$ cat src/rtl/multicycle_control_unit.sv
// Multicycle MIPS-subset control FSM: sequences IF/ID/EXE/MEM/WB and drives the
// datapath selects, write strobes and the 3-bit ALU Operation code.
module multicycle_control_unit #(
    parameter logic [5:0] OP_HALT  = 6'b111111,
    parameter bit         SHAMT_EN = 1'b1
) (
    input  logic       CLK,
    input  logic       RST_n,
    input  logic [5:0] Opcode,
    input  logic [5:0] Funct,
    input  logic       Zero,
    output logic       PCWrite,
    output logic       IRWrite,
    output logic       RegWrite,
    output logic       MemWrite,
    output logic       RegDst,
    output logic       MemToReg,
    output logic [1:0] ALUSrcA,
    output logic [1:0] ALUSrcB,
    output logic [1:0] PCSrc,
    output logic [2:0] Operation,
    output logic [3:0] State,
    output logic       Illegal
);

    typedef enum logic [3:0] {
        S_IF     = 4'd0,
        S_ID     = 4'd1,
        S_EXE_AL = 4'd2,
        S_EXE_BR = 4'd3,
        S_EXE_LS = 4'd4,
        S_EXE_J  = 4'd5,
        S_MEM_LD = 4'd6,
        S_MEM_ST = 4'd7,
        S_WB_AL  = 4'd8,
        S_WB_LD  = 4'd9,
        S_HALT   = 4'd10
    } state_t;

    localparam logic [5:0] OP_RTYPE = 6'b000000;
    localparam logic [5:0] OP_ADDI  = 6'b001000;
    localparam logic [5:0] OP_ORI   = 6'b001101;
    localparam logic [5:0] OP_BEQ   = 6'b000100;
    localparam logic [5:0] OP_BNE   = 6'b000101;
    localparam logic [5:0] OP_LW    = 6'b100011;
    localparam logic [5:0] OP_SW    = 6'b101011;
    localparam logic [5:0] OP_J     = 6'b000010;

    localparam logic [5:0] FN_ADD = 6'b100000;
    localparam logic [5:0] FN_SUB = 6'b100010;
    localparam logic [5:0] FN_SLT = 6'b101010;
    localparam logic [5:0] FN_AND = 6'b100100;
    localparam logic [5:0] FN_OR  = 6'b100101;
    localparam logic [5:0] FN_XOR = 6'b100110;
    localparam logic [5:0] FN_SLL = 6'b000000;
    localparam logic [5:0] FN_SRL = 6'b000010;

    localparam logic [2:0] ALU_ADD = 3'b000;
    localparam logic [2:0] ALU_SUB = 3'b001;
    localparam logic [2:0] ALU_SLT = 3'b010;
    localparam logic [2:0] ALU_SRL = 3'b011;
    localparam logic [2:0] ALU_SLL = 3'b100;
    localparam logic [2:0] ALU_OR  = 3'b101;
    localparam logic [2:0] ALU_AND = 3'b110;
    localparam logic [2:0] ALU_XOR = 3'b111;

    state_t state_q, state_d;
    logic   illegal_q, illegal_d;

    logic       is_rtype;
    logic       is_shift;
    logic       funct_ok;
    logic [2:0] funct_op;
    state_t     id_target;
    logic       id_legal;

    // Instruction decode shared by ID dispatch and the EXE-stage outputs.
    always_comb begin
        is_rtype = (Opcode == OP_RTYPE);
        is_shift = (Funct == FN_SLL) || (Funct == FN_SRL);
        funct_ok = 1'b1;
        funct_op = ALU_ADD;
        case (Funct)
            FN_ADD: funct_op = ALU_ADD;
            FN_SUB: funct_op = ALU_SUB;
            FN_SLT: funct_op = ALU_SLT;
            FN_AND: funct_op = ALU_AND;
            FN_OR:  funct_op = ALU_OR;
            FN_XOR: funct_op = ALU_XOR;
            FN_SLL: begin
                funct_op = ALU_SLL;
                funct_ok = SHAMT_EN;
            end
            FN_SRL: begin
                funct_op = ALU_SRL;
                funct_ok = SHAMT_EN;
            end
            default: funct_ok = 1'b0;
        endcase

        id_target = S_IF;
        id_legal  = 1'b1;
        if (Opcode == OP_HALT) begin
            id_target = S_HALT;
        end else begin
            case (Opcode)
                OP_RTYPE: begin
                    id_target = funct_ok ? S_EXE_AL : S_IF;
                    id_legal  = funct_ok;
                end
                OP_ADDI, OP_ORI: id_target = S_EXE_AL;
                OP_BEQ, OP_BNE:  id_target = S_EXE_BR;
                OP_LW, OP_SW:    id_target = S_EXE_LS;
                OP_J:            id_target = S_EXE_J;
                default:         id_legal  = 1'b0;
            endcase
        end
    end

    always_ff @(posedge CLK or negedge RST_n) begin
        if (!RST_n) begin
            state_q   <= S_IF;
            illegal_q <= 1'b0;
        end else begin
            state_q   <= state_d;
            illegal_q <= illegal_d;
        end
    end

    always_comb begin
        state_d   = S_IF;
        illegal_d = illegal_q;
        case (state_q)
            S_IF: state_d = S_ID;
            S_ID: begin
                state_d = id_target;
                if (!id_legal) begin
                    illegal_d = 1'b1;
                end
            end
            S_EXE_AL: state_d = S_WB_AL;
            S_EXE_BR: state_d = S_IF;
            S_EXE_LS: state_d = (Opcode == OP_LW) ? S_MEM_LD : S_MEM_ST;
            S_EXE_J:  state_d = S_IF;
            S_MEM_LD: state_d = S_WB_LD;
            S_MEM_ST: state_d = S_IF;
            S_WB_AL:  state_d = S_IF;
            S_WB_LD:  state_d = S_IF;
            S_HALT:   state_d = S_HALT;
            default:  state_d = S_IF;
        endcase
    end

    // Moore outputs; the write strobes are also forced low while reset is held.
    always_comb begin
        PCWrite   = 1'b0;
        IRWrite   = 1'b0;
        RegWrite  = 1'b0;
        MemWrite  = 1'b0;
        RegDst    = 1'b0;
        MemToReg  = 1'b0;
        ALUSrcA   = 2'd0;
        ALUSrcB   = 2'd0;
        PCSrc     = 2'd0;
        Operation = ALU_ADD;
        case (state_q)
            S_IF: begin
                IRWrite = 1'b1;
                PCWrite = 1'b1;
                ALUSrcB = 2'd1;
            end
            S_ID: begin
                ALUSrcB = 2'd2;
            end
            S_EXE_AL: begin
                if (is_rtype) begin
                    ALUSrcA   = is_shift ? 2'd2 : 2'd1;
                    ALUSrcB   = 2'd0;
                    Operation = funct_op;
                end else if (Opcode == OP_ORI) begin
                    ALUSrcA   = 2'd1;
                    ALUSrcB   = 2'd3;
                    Operation = ALU_OR;
                end else begin
                    ALUSrcA   = 2'd1;
                    ALUSrcB   = 2'd2;
                end
            end
            S_EXE_BR: begin
                ALUSrcA   = 2'd1;
                Operation = ALU_SUB;
                PCSrc     = 2'd1;
                PCWrite   = (Opcode == OP_BNE) ? ~Zero : Zero;
            end
            S_EXE_LS: begin
                ALUSrcA = 2'd1;
                ALUSrcB = 2'd2;
            end
            S_EXE_J: begin
                PCSrc   = 2'd2;
                PCWrite = 1'b1;
            end
            S_MEM_ST: MemWrite = 1'b1;
            S_WB_AL: begin
                RegWrite = 1'b1;
                RegDst   = is_rtype;
            end
            S_WB_LD: begin
                RegWrite = 1'b1;
                MemToReg = 1'b1;
            end
            default: ;
        endcase
        if (!RST_n) begin
            PCWrite  = 1'b0;
            IRWrite  = 1'b0;
            RegWrite = 1'b0;
            MemWrite = 1'b0;
        end
    end

    assign State   = state_q;
    assign Illegal = illegal_q;

endmodule
$ cat config.mk
export PLATFORM = sky130hd
export DESIGN_NAME = multicycle_control_unit
export DESIGN_NICKNAME = d
export VERILOG_FILES = /design/src/rtl/multicycle_control_unit.sv
export SDC_FILE = /design/constraint.sdc
export NUM_CORES = 1
export LEC_CHECK = 0
export CAP_MARGIN = 20
export CORE_ASPECT_RATIO = 0.8
export CORE_UTILIZATION = 42
export DETAILED_ROUTE_END_ITERATION = 8
export GPL_ROUTABILITY_DRIVEN = 0
export PLACE_DENSITY = 0.8
export RECOVER_POWER = 50
export SYNTH_ARGS = -nofsm -noshare
export SYNTH_HDL_FRONTEND = slang
export SYNTH_SLANG_ARGS = --single-unit
$ cat constraint.sdc
create_clock -name CLK -period 1.8 [get_ports CLK]
set_clock_uncertainty 0.15 [all_clocks]
set_input_delay 0.27 -clock CLK [delete_from_list [all_inputs] [get_ports CLK]]
set_output_delay 0.27 -clock CLK [all_outputs]
set_load 0.005 [all_outputs]
==> run summary, run 1 <==
- Post-Syn Area: 802 sq um
- Vert. Die Dim: 41.1 um
- post-synthesis adder-cell area fraction: 0
- top cells by area in the synthesized netlist: dfrtp_1, nor2_1, nand2_1
- synth unique cells: 41
- Hold-fix buffers, CTS: 0
- run status: aborted with a tool error
- mux contribution to synthesized area: 0.0265
- count of port buffers added during placement: 34
- CTS H-tree depth: 1
- Last stage: global routing
- worst setup endpoint after the global-route repair_timing: Operation[2]
- share of synthesized registers carrying an async set or reset: 1.00
- simple-gate share of the synthesized area: 0.474
- prevailing post-synth register cell: dfrtp_1
- post-synth net total: 130
- error that ended the run: [ERROR DPL-0038] Utilization greater than 100%, impossible to legalize
- largest family of logic cells by synthesized area: simple AND/OR/NAND/NOR gates
- share of synthesized area occupied by flip-flops and latches: 0.156
- largest net degree at the start of global routing: 17
- synth warn: 0
- parity-gate share of the synthesized area counting xor and xnor cells: 0.0109
- count of standard-cell rows: 13
- Root Buffer Master: clkbuf_4
- number of synthesized flops with an enable pin: 0
- portion of synthesized cell area occupied by the leading cell type: 0.156
- fraction of the mapped netlist area in compound gates: 0.253
- starting density of the core: 0.470
- Post-Syn Instances: 115
- number of buffers inserted during clock tree synthesis: 3
- dominant cell type by area after synthesis: dfrtp_1
- overall die width: 50.9 um
- type of the worst endpoint after the last repair: output port
- Seq cells post-synth: 5
- Synth Area per Inst: 6.97 sq um
- dpl hpwl: 2240 um
- Bufs on Longest Clock Path: 2
- count of pins on the block boundary: 35
- clock sink count: 5
[synth_stat cells (all sizes together), types with 2 or more instances]
cell type  instances
nor2              16
nand2             14
nor3               9
buf                8
nor2b              6
o21ai              6
a21oi              5
dfrtp              5
nand2b             5
a211oi             3
nand3              3
nor4               3
o31ai              3
o41ai              3
or3                3
a31oi              2
and2b              2
and3               2
inv                2
or3b               2
[cell families after synthesis]
family,after synthesis
AO/OA/AOI/OAI,28
XOR/XNOR,1
buffers and inverters,11
flip-flops,5
multiplexers,2
AND/OR/NAND/NOR,68
[stage by stage]
step / cell area [sq um] / setup slack [ns] / instances / TNS [ns]
floorplan: 802 / 0.0639 / 115 / 0
global placement: 1370 / -0.809 / 196 / -7.53
detailed placement: 1370 / -0.948 / 196 / -8.28
CTS: 1490 / -0.264 / 203 / -1.41
[timing repair]
item | CTS
gates resized for setup | 96
setup endpoints to repair | 19
pin swaps | 19
setup buffers | 3
==> run 2: changes to the inputs <==
--- a/config.mk
+++ b/config.mk
@@ -6,11 +6,11 @@
 export NUM_CORES = 1
 export LEC_CHECK = 0
 export CAP_MARGIN = 20
-export CORE_ASPECT_RATIO = 0.8
-export CORE_UTILIZATION = 42
+export CORE_AREA = 2 2 63 65
 export DETAILED_ROUTE_END_ITERATION = 8
+export DIE_AREA = 0 0 65 67
 export GPL_ROUTABILITY_DRIVEN = 0
-export PLACE_DENSITY = 0.8
+export PLACE_DENSITY_LB_ADDON = 0.15
 export RECOVER_POWER = 50
 export SYNTH_ARGS = -nofsm -noshare
 export SYNTH_HDL_FRONTEND = slang
==> run summary, run 2 <==
- fraction of final layout cells with drive strength greater than 1: 0.614
- r2r setup slk: 0.12 ns
- end of the worst register-to-register path: State[0]$_DFF_PN0_
- count of pins on the block boundary: 35
- Layout Cells excl Fill: 255
- critical path depth in cells: 7
- top-count cell post-synth: nor2_1
- wire length of the first global-routing pass: 4870 um
- worst path cell trace: buf_6 -> buf_6 -> nor2b_4 -> buf_4 -> a211oi_2 -> nor3_2 -> buf_2
- antenna viol nets, final: 0
- worst flop-to-flop path startpoint: State[2]$_DFF_PN0_
- capturing element of the worst setup path: ALUSrcB[1]
- CP endpoint kind: output port
- synth warn: 0
- endpoints failing setup: 11
- dpl hpwl: 2020 um
- antenna diode instance count: 0
- total via count after detailed routing: 1,170
- highest ir drop seen on vdd: 0.320 mV
- failing checks: negative setup slack
- vias in the first global route: 1,119
- share of synthesized area occupied by flip-flops and latches: 0.156
- clock tree from TritonCTS: yes
- CP most frequent cell: buf_6
- post-synth net total: 130
- Post-Route Hold Slack: 0.323 ns
- drt via density: 4.59
- share of synthesized registers carrying an async set or reset: 1.00
- count of port buffers added during placement: 34
- critical path class: reg -> out
- power per cell area: 747 nW/um^2
- type of the tightest min-delay check: reg -> reg
- final wirelength: 3210 um
- CP max stage cell: dfrtp_1
- CP Launch Type: flop
- leakage power total: 0.853 nW
- Crit. Startpoint: State[2]$_DFF_PN0_
- instance count after placement with tap cells included: 216
- total power: 1.40 mW
- Bufs on Longest Clock Path: 2
- number of buffers inserted during clock tree synthesis: 3
- Seq cells post-synth: 5
- run status: finished with violations
- prevailing post-synth register cell: dfrtp_1
- number of max-capacitance violations reported: 0
- dominant cell type by area after synthesis: dfrtp_1
- number of remaining DRC errors: 0
- setup TNS: -0.963 ns
- RSZ-0062 raised after global routing: yes
- final clock period utilization by the worst path: 1.09
- Total GRT Usage: 0.137
- worst path required time: 1.38 ns
- die footprint: 4360 sq um
- number of DRC violations after detailed-routing iteration 0: 54
- number of synthesized flops with an enable pin: 0
- portion of synthesized cell area occupied by the leading cell type: 0.156
- remaining global-route overflow: 0
- Top Family by Delay on Critical Path: buffers and inverters
- most instantiated cells after synthesis: nor2_1, nand2_1, nor2b_1, o21ai_0
- buffers and inverters on the worst path: 4
- largest driver fanout on the critical path: 6
- number of hold violations in the final report: 0
- number of search-and-repair iterations in the first detailed-routing pass: 4
- Post-Syn Area: 802 sq um
- max-slew headroom at the worst pin: 0.805
- Post-Syn Instances: 115
- FMAX: 0.510 GHz
- crit path DAT: 1.54 ns
- Synth Area per Inst: 6.97 sq um
- Area Growth Syn to Fin: 134%
- max reg flops: 4
- Root Buffer Master: clkbuf_8
- most frequent cells in the layout: buf_4, buf_2, buf_6, nand2_1, nor2_1
- initial antenna violation count: 0
- max-slew violations: 0
- minimum clock period: 1.96 ns
- clock transition time at the flip-flop clock pins of the worst setup and hold paths: 0.03 ns
- clock sink count: 5
- DR WL/cell: 12.6 um
- starting density of the core: 0.222
- worst-skew pair later-pin latency: 0.22 ns
- CTS H-tree depth: 1
- top cells by area in the synthesized netlist: dfrtp_1, nor2_1, nand2_1
- max incr delay on CP: 0.40 ns
- count of standard-cell rows: 22
- Vert. Die Dim: 67 um
- overall die width: 65 um
- setup ws final: -0.161 ns
- leading cell type in the layout, fill and taps excluded: buf_4
- slew of the pin with the lowest slew margin: 0.292 ns
- final-stage net count: 223
- largest net degree at the start of global routing: 10
- Util after Layout: 0.522
- synth unique cells: 41
- logic depth of the worst register-to-register path: 9
- Core Box Area: 3610 sq um
[run 2: how the worst min path moves through the flow]
stage,from,end,depth (start not counted),slack (ns)
final,Illegal$_DFFE_PN0P_,Illegal$_DFFE_PN0P_,2,0.32
after global routing,Illegal$_DFFE_PN0P_,Illegal$_DFFE_PN0P_,2,0.35
after CTS,Illegal$_DFFE_PN0P_,Illegal$_DFFE_PN0P_,2,0.34
after detailed placement,Illegal$_DFFE_PN0P_,Illegal$_DFFE_PN0P_,2,0.33
after global placement,Illegal$_DFFE_PN0P_,Illegal$_DFFE_PN0P_,2,0.33
after floorplan,RST_n,Illegal$_DFFE_PN0P_,0,-0.18
[run 2: final cells by class]
class | count | area, sq um
fill | 341 | 1730
multi-input combinational | 99 | 827
timing repair buffer | 97 | 816
sequential | 5 | 125
tap | 48 | 60.1
clock buffer | 4 | 45.0
inverter | 2 | 7.51
[run 2: logic make-up (layout without fill, tap and decap cells)]
kind of cell	Yosys count	in the layout	synth area share
AO/OA/AOI/OAI	28	28	0.253
AND/OR/NAND/NOR	68	68	0.474
XOR/XNOR	1	1	0.0109
buffers and inverters	11	103	0.0795
multiplexers	2	2	0.0265
flip-flops	5	5	0.156
[run 2: timing repair]
| action | 4_1_cts | 5_1_grt |
|---|---|---|
| setup buffers | 22 | 13 |
| setup endpoints to repair | 18 | 14 |
| endpoints found under the hold margin | 5 | 0 |
| gates cloned | 0 | 1 |
| pin swaps | 19 | 17 |
| hold buffers | 1 | 0 |
| resized for setup | 113 | 37 |
[run 2: worst reg2reg max path, cell delays in order (launching register included)]
cell and delay [ns]:
dfrtp_1 0.39, buf_6 0.15, buf_6 0.12, nor2b_4 0.16, buf_4 0.12, buf_4 0.10
buf_4 0.09, nand2_1 0.03, o21ai_0 0.14, o21ai_0 0.10
[run 2: report_power, final]
group,leakage (nW),switching (mW),internal [mW]
Sequential,0.0619,0.0213,0.133
Combinational,0.768,0.427,0.620
Clock,0.0228,0.0512,0.152
Total,0.853,0.499,0.905
[run 2: routing by layer]
layer | track usage | part of all wire
met5 | 0 | 0
met4 | 0.00798 | 0.0090
met3 | 0.0220 | 0.047
met1 | 0.180 | 0.42
met2 | 0.246 | 0.53
[run 2: stage by stage]
stage               instance area (sq um)  setup slack [ns]
global route                         1880            -0.239
detailed placement                   1360            -0.838
finish                               1880            -0.161
floorplan                             802            0.0639
global placement                     1360            -0.802
CTS                                  1640            -0.204
Note: power is estimated with default switching activity, not from simulation.
==> run 3: changes to the inputs <==
--- a/config.mk
+++ b/config.mk
@@ -12,6 +12,7 @@
 export GPL_ROUTABILITY_DRIVEN = 0
 export PLACE_DENSITY_LB_ADDON = 0.15
 export RECOVER_POWER = 50
+export SETUP_SLACK_MARGIN = 0.2
 export SYNTH_ARGS = -nofsm -noshare
 export SYNTH_HDL_FRONTEND = slang
 export SYNTH_SLANG_ARGS = --single-unit
==> run summary, run 3 (synthesis gave the netlist of run 2 again) <==
- run status: finished with violations
- failing checks: negative setup slack
- max reg flops: 4
- drt via density: 4.63
- final instance area: 1780 sq um
- number of hold violations in the final report: 0
- instance count after placement with tap cells included: 218
- minimum clock period: 2.07 ns
- Core Box Area: 3610 sq um
- Root Buffer Master: clkbuf_8
- slew of the pin with the lowest slew margin: 0.272 ns
- final clock period utilization by the worst path: 1.15
- most frequent cells in the layout: buf_4, buf_6, buf_2, nand2_1, nor2_1
- number of search-and-repair iterations in the first detailed-routing pass: 4
- uppermost layer routed: met3
- number of DRC violations after detailed-routing iteration 0: 40
- footprint of the multi-input gates: 790 sq um
- highest ir drop seen on vdd: 0.305 mV
- count of port buffers added during placement: 34
- CTS H-tree depth: 1
- initial antenna violation count: 0
- number of remaining DRC errors: 0
- clock transition time at the flip-flop clock pins of the worst setup and hold paths: 0.04 ns
- worst path required time: 1.38 ns
- total via count after detailed routing: 1,149
- Total GRT Usage: 0.142
- power per cell area: 698 nW/um^2
- final wirelength: 3100 um
- dpl hpwl: 2130 um
- starting density of the core: 0.222
- vias in the first global route: 1,127
- Layout Cells excl Fill: 248
- setup slack after placement: -0.947 ns
- leading cell type in the layout, fill and taps excluded: buf_4
- Vert. Die Dim: 67 um
- largest net degree at the start of global routing: 13
- max-slew headroom at the worst pin: 0.819
- number of buffers inserted during clock tree synthesis: 3
- RSZ-0062 raised after global routing: yes
- Met2 Wirelength: 1610 um
- antenna diode instance count: 0
- type of the tightest min-delay check: in -> async
- remaining global-route overflow: 0
- worst-skew pair later-pin latency: 0.23 ns
- clock tree from TritonCTS: yes
- wire length of the first global-routing pass: 4950 um
- endpoints failing setup: 16
- Hold-fix buffers, CTS: 0
- max-slew violations: 0
- Area Growth Syn to Fin: 122%
- FMAX: 0.482 GHz
- clock sink count: 5
- routed wl met3: 115 um
- CP endpoint kind: output port
- die footprint: 4360 sq um
- overall die width: 65 um
- Bufs on Longest Clock Path: 2
- DR WL/cell: 12.5 um
- logic depth of the worst register-to-register path: 11
- count of standard-cell rows: 22
- crit path DAT: 1.65 ns
- fraction of final layout cells with drive strength greater than 1: 0.585
- CP Launch Type: flop
- area taken by flip-flops and latches: 126 sq um
- critical path class: reg -> out
- Post-Route Hold Slack: 0.141 ns
- total routed wire length on the met1 layer: 1370 um
- area after detailed placement: 1380 sq um
- # fillers: 359
- largest driver fanout on the critical path: 12
- number of max-capacitance violations reported: 0
- setup ws final: -0.274 ns
- final-stage net count: 216
- count of pins on the block boundary: 35
- antenna viol nets, final: 0
- leakage power total: 0.823 nW
-- run 3: cell count changes in the layout (fill, tap and decap cells not counted), moves of 3 or more --
cell | previous run | this run
nand2_2 | 3 | 0
nand2b_1 | 1 | 4
nor4_2 | 0 | 3
buf_4 | 45 | 37
nand2b_4 | 4 | 1
buf_6 | 12 | 16
dlygate4sd2_1 | 5 | 9
-- run 3: what timing repair did --
item                                    in CTS  in global routing
pin swaps                                   20                 12
endpoints found under the hold margin        0                  0
setup buffers                               23                  3
endpoints found under the setup margin      24                 22
gates resized for setup                    118                 20
-- run 3: worst max-delay path, stage by stage (launching register included) --
cell and delay, ns:
dfrtp_1 0.40, buf_4 0.21, nand2b_1 0.19, nor2_1 0.12
clkdlybuf4s50_1 0.51
-- run 3: metal layers --
metal,global-route usage,vias up
met3,0.0220,0
met4,0.00798,0
met1,0.183,538
li1,-,588
met2,0.260,23
met5,0,-
-- run 3: cell type report --
class / instances / area share
Tap cell: 48 / 0.0338
Inverter: 2 / 0.00423
Sequential cell: 5 / 0.0711
Multi-Input combinational cell: 99 / 0.444
Timing Repair Buffer: 90 / 0.421
Clock buffer: 4 / 0.0254
-- run 3: worst paths after layout --
kind	start	end	slack, ns
worst max-delay path	State[3]$_DFF_PN0_	MemWrite	-0.27
worst min-delay path	RST_n	State[3]$_DFF_PN0_	0.14
worst max register to register	State[2]$_DFF_PN0_	State[0]$_DFF_PN0_	0.04
worst min register to register	Illegal$_DFFE_PN0P_	Illegal$_DFFE_PN0P_	0.32
max in group asynchronous	RST_n	State[2]$_DFF_PN0_	1.13
min in group CLK	Illegal$_DFFE_PN0P_	Illegal$_DFFE_PN0P_	0.32
-- run 3: power by group --
group	internal [mW]	switching (mW)
Sequential	0.134	0.0161
Combinational	0.491	0.387
Clock	0.152	0.0599
-- run 3: through the flow --
step | power, mW | setup TNS [ns] | util
finish | 1.24 | -2.41 | 0.493
CTS | 1.16 | -2.30 | 0.471
detailed placement | 0.755 | -8.22 | 0.383
global route | 1.32 | -3.42 | 0.493
floorplan | 0.449 | 0 | -
global placement | 0.750 | -7.84 | 0.383
==> run 4: changes to the inputs <==
--- a/config.mk
+++ b/config.mk
@@ -13,6 +13,7 @@
 export PLACE_DENSITY_LB_ADDON = 0.15
 export RECOVER_POWER = 50
 export SETUP_SLACK_MARGIN = 0.2
+export SKIP_CTS_REPAIR_TIMING = 1
 export SYNTH_ARGS = -nofsm -noshare
 export SYNTH_HDL_FRONTEND = slang
 export SYNTH_SLANG_ARGS = --single-unit
==> run summary, run 4 (synthesis gave the netlist of run 2 again) <==
- count of pins on the block boundary: 35
- vias in the first global route: 954
- slew of the pin with the lowest slew margin: 0.292 ns
- fraction of final layout cells with drive strength greater than 1: 0.545
- number of max-capacitance violations reported: 0
- largest net degree at the start of global routing: 17
- run status: finished with violations
- clock tree from TritonCTS: yes
- RSZ-0062 raised after global routing: yes
- minimum clock period: 2.02 ns
- leakage power total: 0.812 nW
- clock sink count: 5
- footprint of the multi-input gates: 783 sq um
- initial antenna violation count: 0
- switching power as a share of total power: 0.387
- CP max stage cell: dfrtp_2
- portion of total power attributed to combinational logic: 0.672
- Root Buffer Master: clkbuf_8
- most frequent cells in the layout: buf_4, nand2_1, buf_2, nor2_1, buf_6
- worst flop-to-flop path startpoint: State[3]$_DFF_PN0_
- Util after Layout: 0.462
- final-stage net count: 205
- type of the tightest min-delay check: in -> async
- internal power contribution: 684 uW
- Crit. Startpoint: State[2]$_DFF_PN0_
- worst path cell trace: buf_6 -> nor2_4 -> nand4_2 -> nor2_1 -> nand2_1 -> o41ai_2 -> buf_2
- max reg flops: 4
- capturing element of the worst setup path: Operation[2]
- clock transition time at the flip-flop clock pins of the worst setup and hold paths: 0.04 ns
- number of remaining DRC errors: 0
- highest ir drop seen on vdd: 0.364 mV
- end of the worst register-to-register path: State[1]$_DFF_PN0_
- number of hold violations in the final report: 0
- total power: 1.12 mW
- number of buffers inserted during clock tree synthesis: 3
- crit path DAT: 1.60 ns
- area taken by flip-flops and latches: 126 sq um
- drt via density: 4.69
- DR WL/cell: 12.1 um
- antenna diode instance count: 0
- max-slew violations: 0
- switching power: 431 uW
- final wirelength: 2870 um
- CP Launch Type: flop
- CP endpoint kind: output port
- worst path required time: 1.38 ns
- number of search-and-repair iterations in the first detailed-routing pass: 4
- Bufs on Longest Clock Path: 2
- dpl hpwl: 2130 um
- final instance area: 1670 sq um
- setup slack after placement: -0.947 ns
- failing checks: negative setup slack
- leading cell type in the layout, fill and taps excluded: buf_4
- remaining global-route overflow: 0
- starting density of the core: 0.222
- worst-skew pair later-pin latency: 0.22 ns
- setup ws final: -0.221 ns
- count of standard-cell rows: 22
- Total GRT Usage: 0.117
- CTS H-tree depth: 1
- area after detailed placement: 1380 sq um
- Vert. Die Dim: 67 um
- number of DRC violations after detailed-routing iteration 0: 34
- endpoints failing setup: 7
- r2r setup slk: 0.11 ns
- FMAX: 0.495 GHz
- count of port buffers added during placement: 34
- portion of total power attributed to the clock network: 0.189
- Area Growth Syn to Fin: 108%
- final clock period utilization by the worst path: 1.12
- logic depth of the worst register-to-register path: 8
- # fillers: 387
- total via count after detailed routing: 1,111
- Core Box Area: 3610 sq um
- power per cell area: 669 nW/um^2
- max incr delay on CP: 0.42 ns
- critical path class: reg -> out
- max-slew headroom at the worst pin: 0.805
- largest driver fanout on the critical path: 3
- wire length of the first global-routing pass: 4130 um
- overall die width: 65 um
- sequential share of power: 0.139
- die footprint: 4360 sq um
- antenna viol nets, final: 0
==> run 4: cell count changes in the layout (fill, tap and decap cells not counted), moves of 2 or more <==
cell             before  now
buf_4                37   32
buf_6                16   11
clkbuf_2              2    6
nor2b_1               1    3
nand2b_4              1    4
clkdlybuf4s15_2       3    0
dlymetal6s2s_1        0    9
buf_12                2    0
nand2b_1              4    1
dlygate4sd2_1         9    0
==> run 4: cell type report <==
| cell class | instances | share of cell area |
|---|---|---|
| inverter | 2 | 0.00450 |
| clock buffer | 4 | 0.0270 |
| sequential | 5 | 0.0758 |
| timing repair buffer | 79 | 0.387 |
| multi-input combinational | 99 | 0.470 |
| tap | 48 | 0.0360 |
==> run 4: power by group through the flow <==
stage          clock network, mW  registers [mW]  logic (mW)
3_3_place_gp                   0           0.150       0.600
5_1_grt                    0.224           0.156       0.810
3_5_place_dp                   0           0.151       0.605
6_report                   0.211           0.155       0.749
4_1_cts                    0.218           0.149       0.605
2_1_floorplan                  0           0.161       0.287
==> run 4: worst max-delay path, delay by kind of cell, from the launching register on <==
family          cells  cell delay (ns)
compound gates      1             0.29
flops               1             0.42
simple gates        4             0.38
buf+inv             2             0.29
==> run 4: how the worst min path moves through the flow <==
stage                                    from                   to  slack, ns
after floorplan                         RST_n  Illegal$_DFFE_PN0P_      -0.18
after global placement    Illegal$_DFFE_PN0P_  Illegal$_DFFE_PN0P_       0.31
after detailed placement  Illegal$_DFFE_PN0P_  Illegal$_DFFE_PN0P_       0.32
after CTS                               RST_n   State[3]$_DFF_PN0_       0.32
after global routing                    RST_n   State[3]$_DFF_PN0_       0.31
final                                   RST_n   State[3]$_DFF_PN0_       0.25
==> run 4: stage by stage <==
step	TNS [ns]	instances	hold WS, ns
5_1_grt	-1.73	237	0.313
4_1_cts	-8.36	222	0.320
6_report	-1.08	237	0.245
3_5_place_dp	-8.22	218	0.321
2_1_floorplan	0	115	-0.176
3_3_place_gp	-7.84	218	0.313
==> run 4: layer usage <==
layer	vias to the layer above	GRT usage	wire length, um
li1	572	-	-
met1	519	0.159	1300
met2	20	0.201	1470
met3	0	0.0220	106
met4	0	0.00798	0
met5	-	0	0
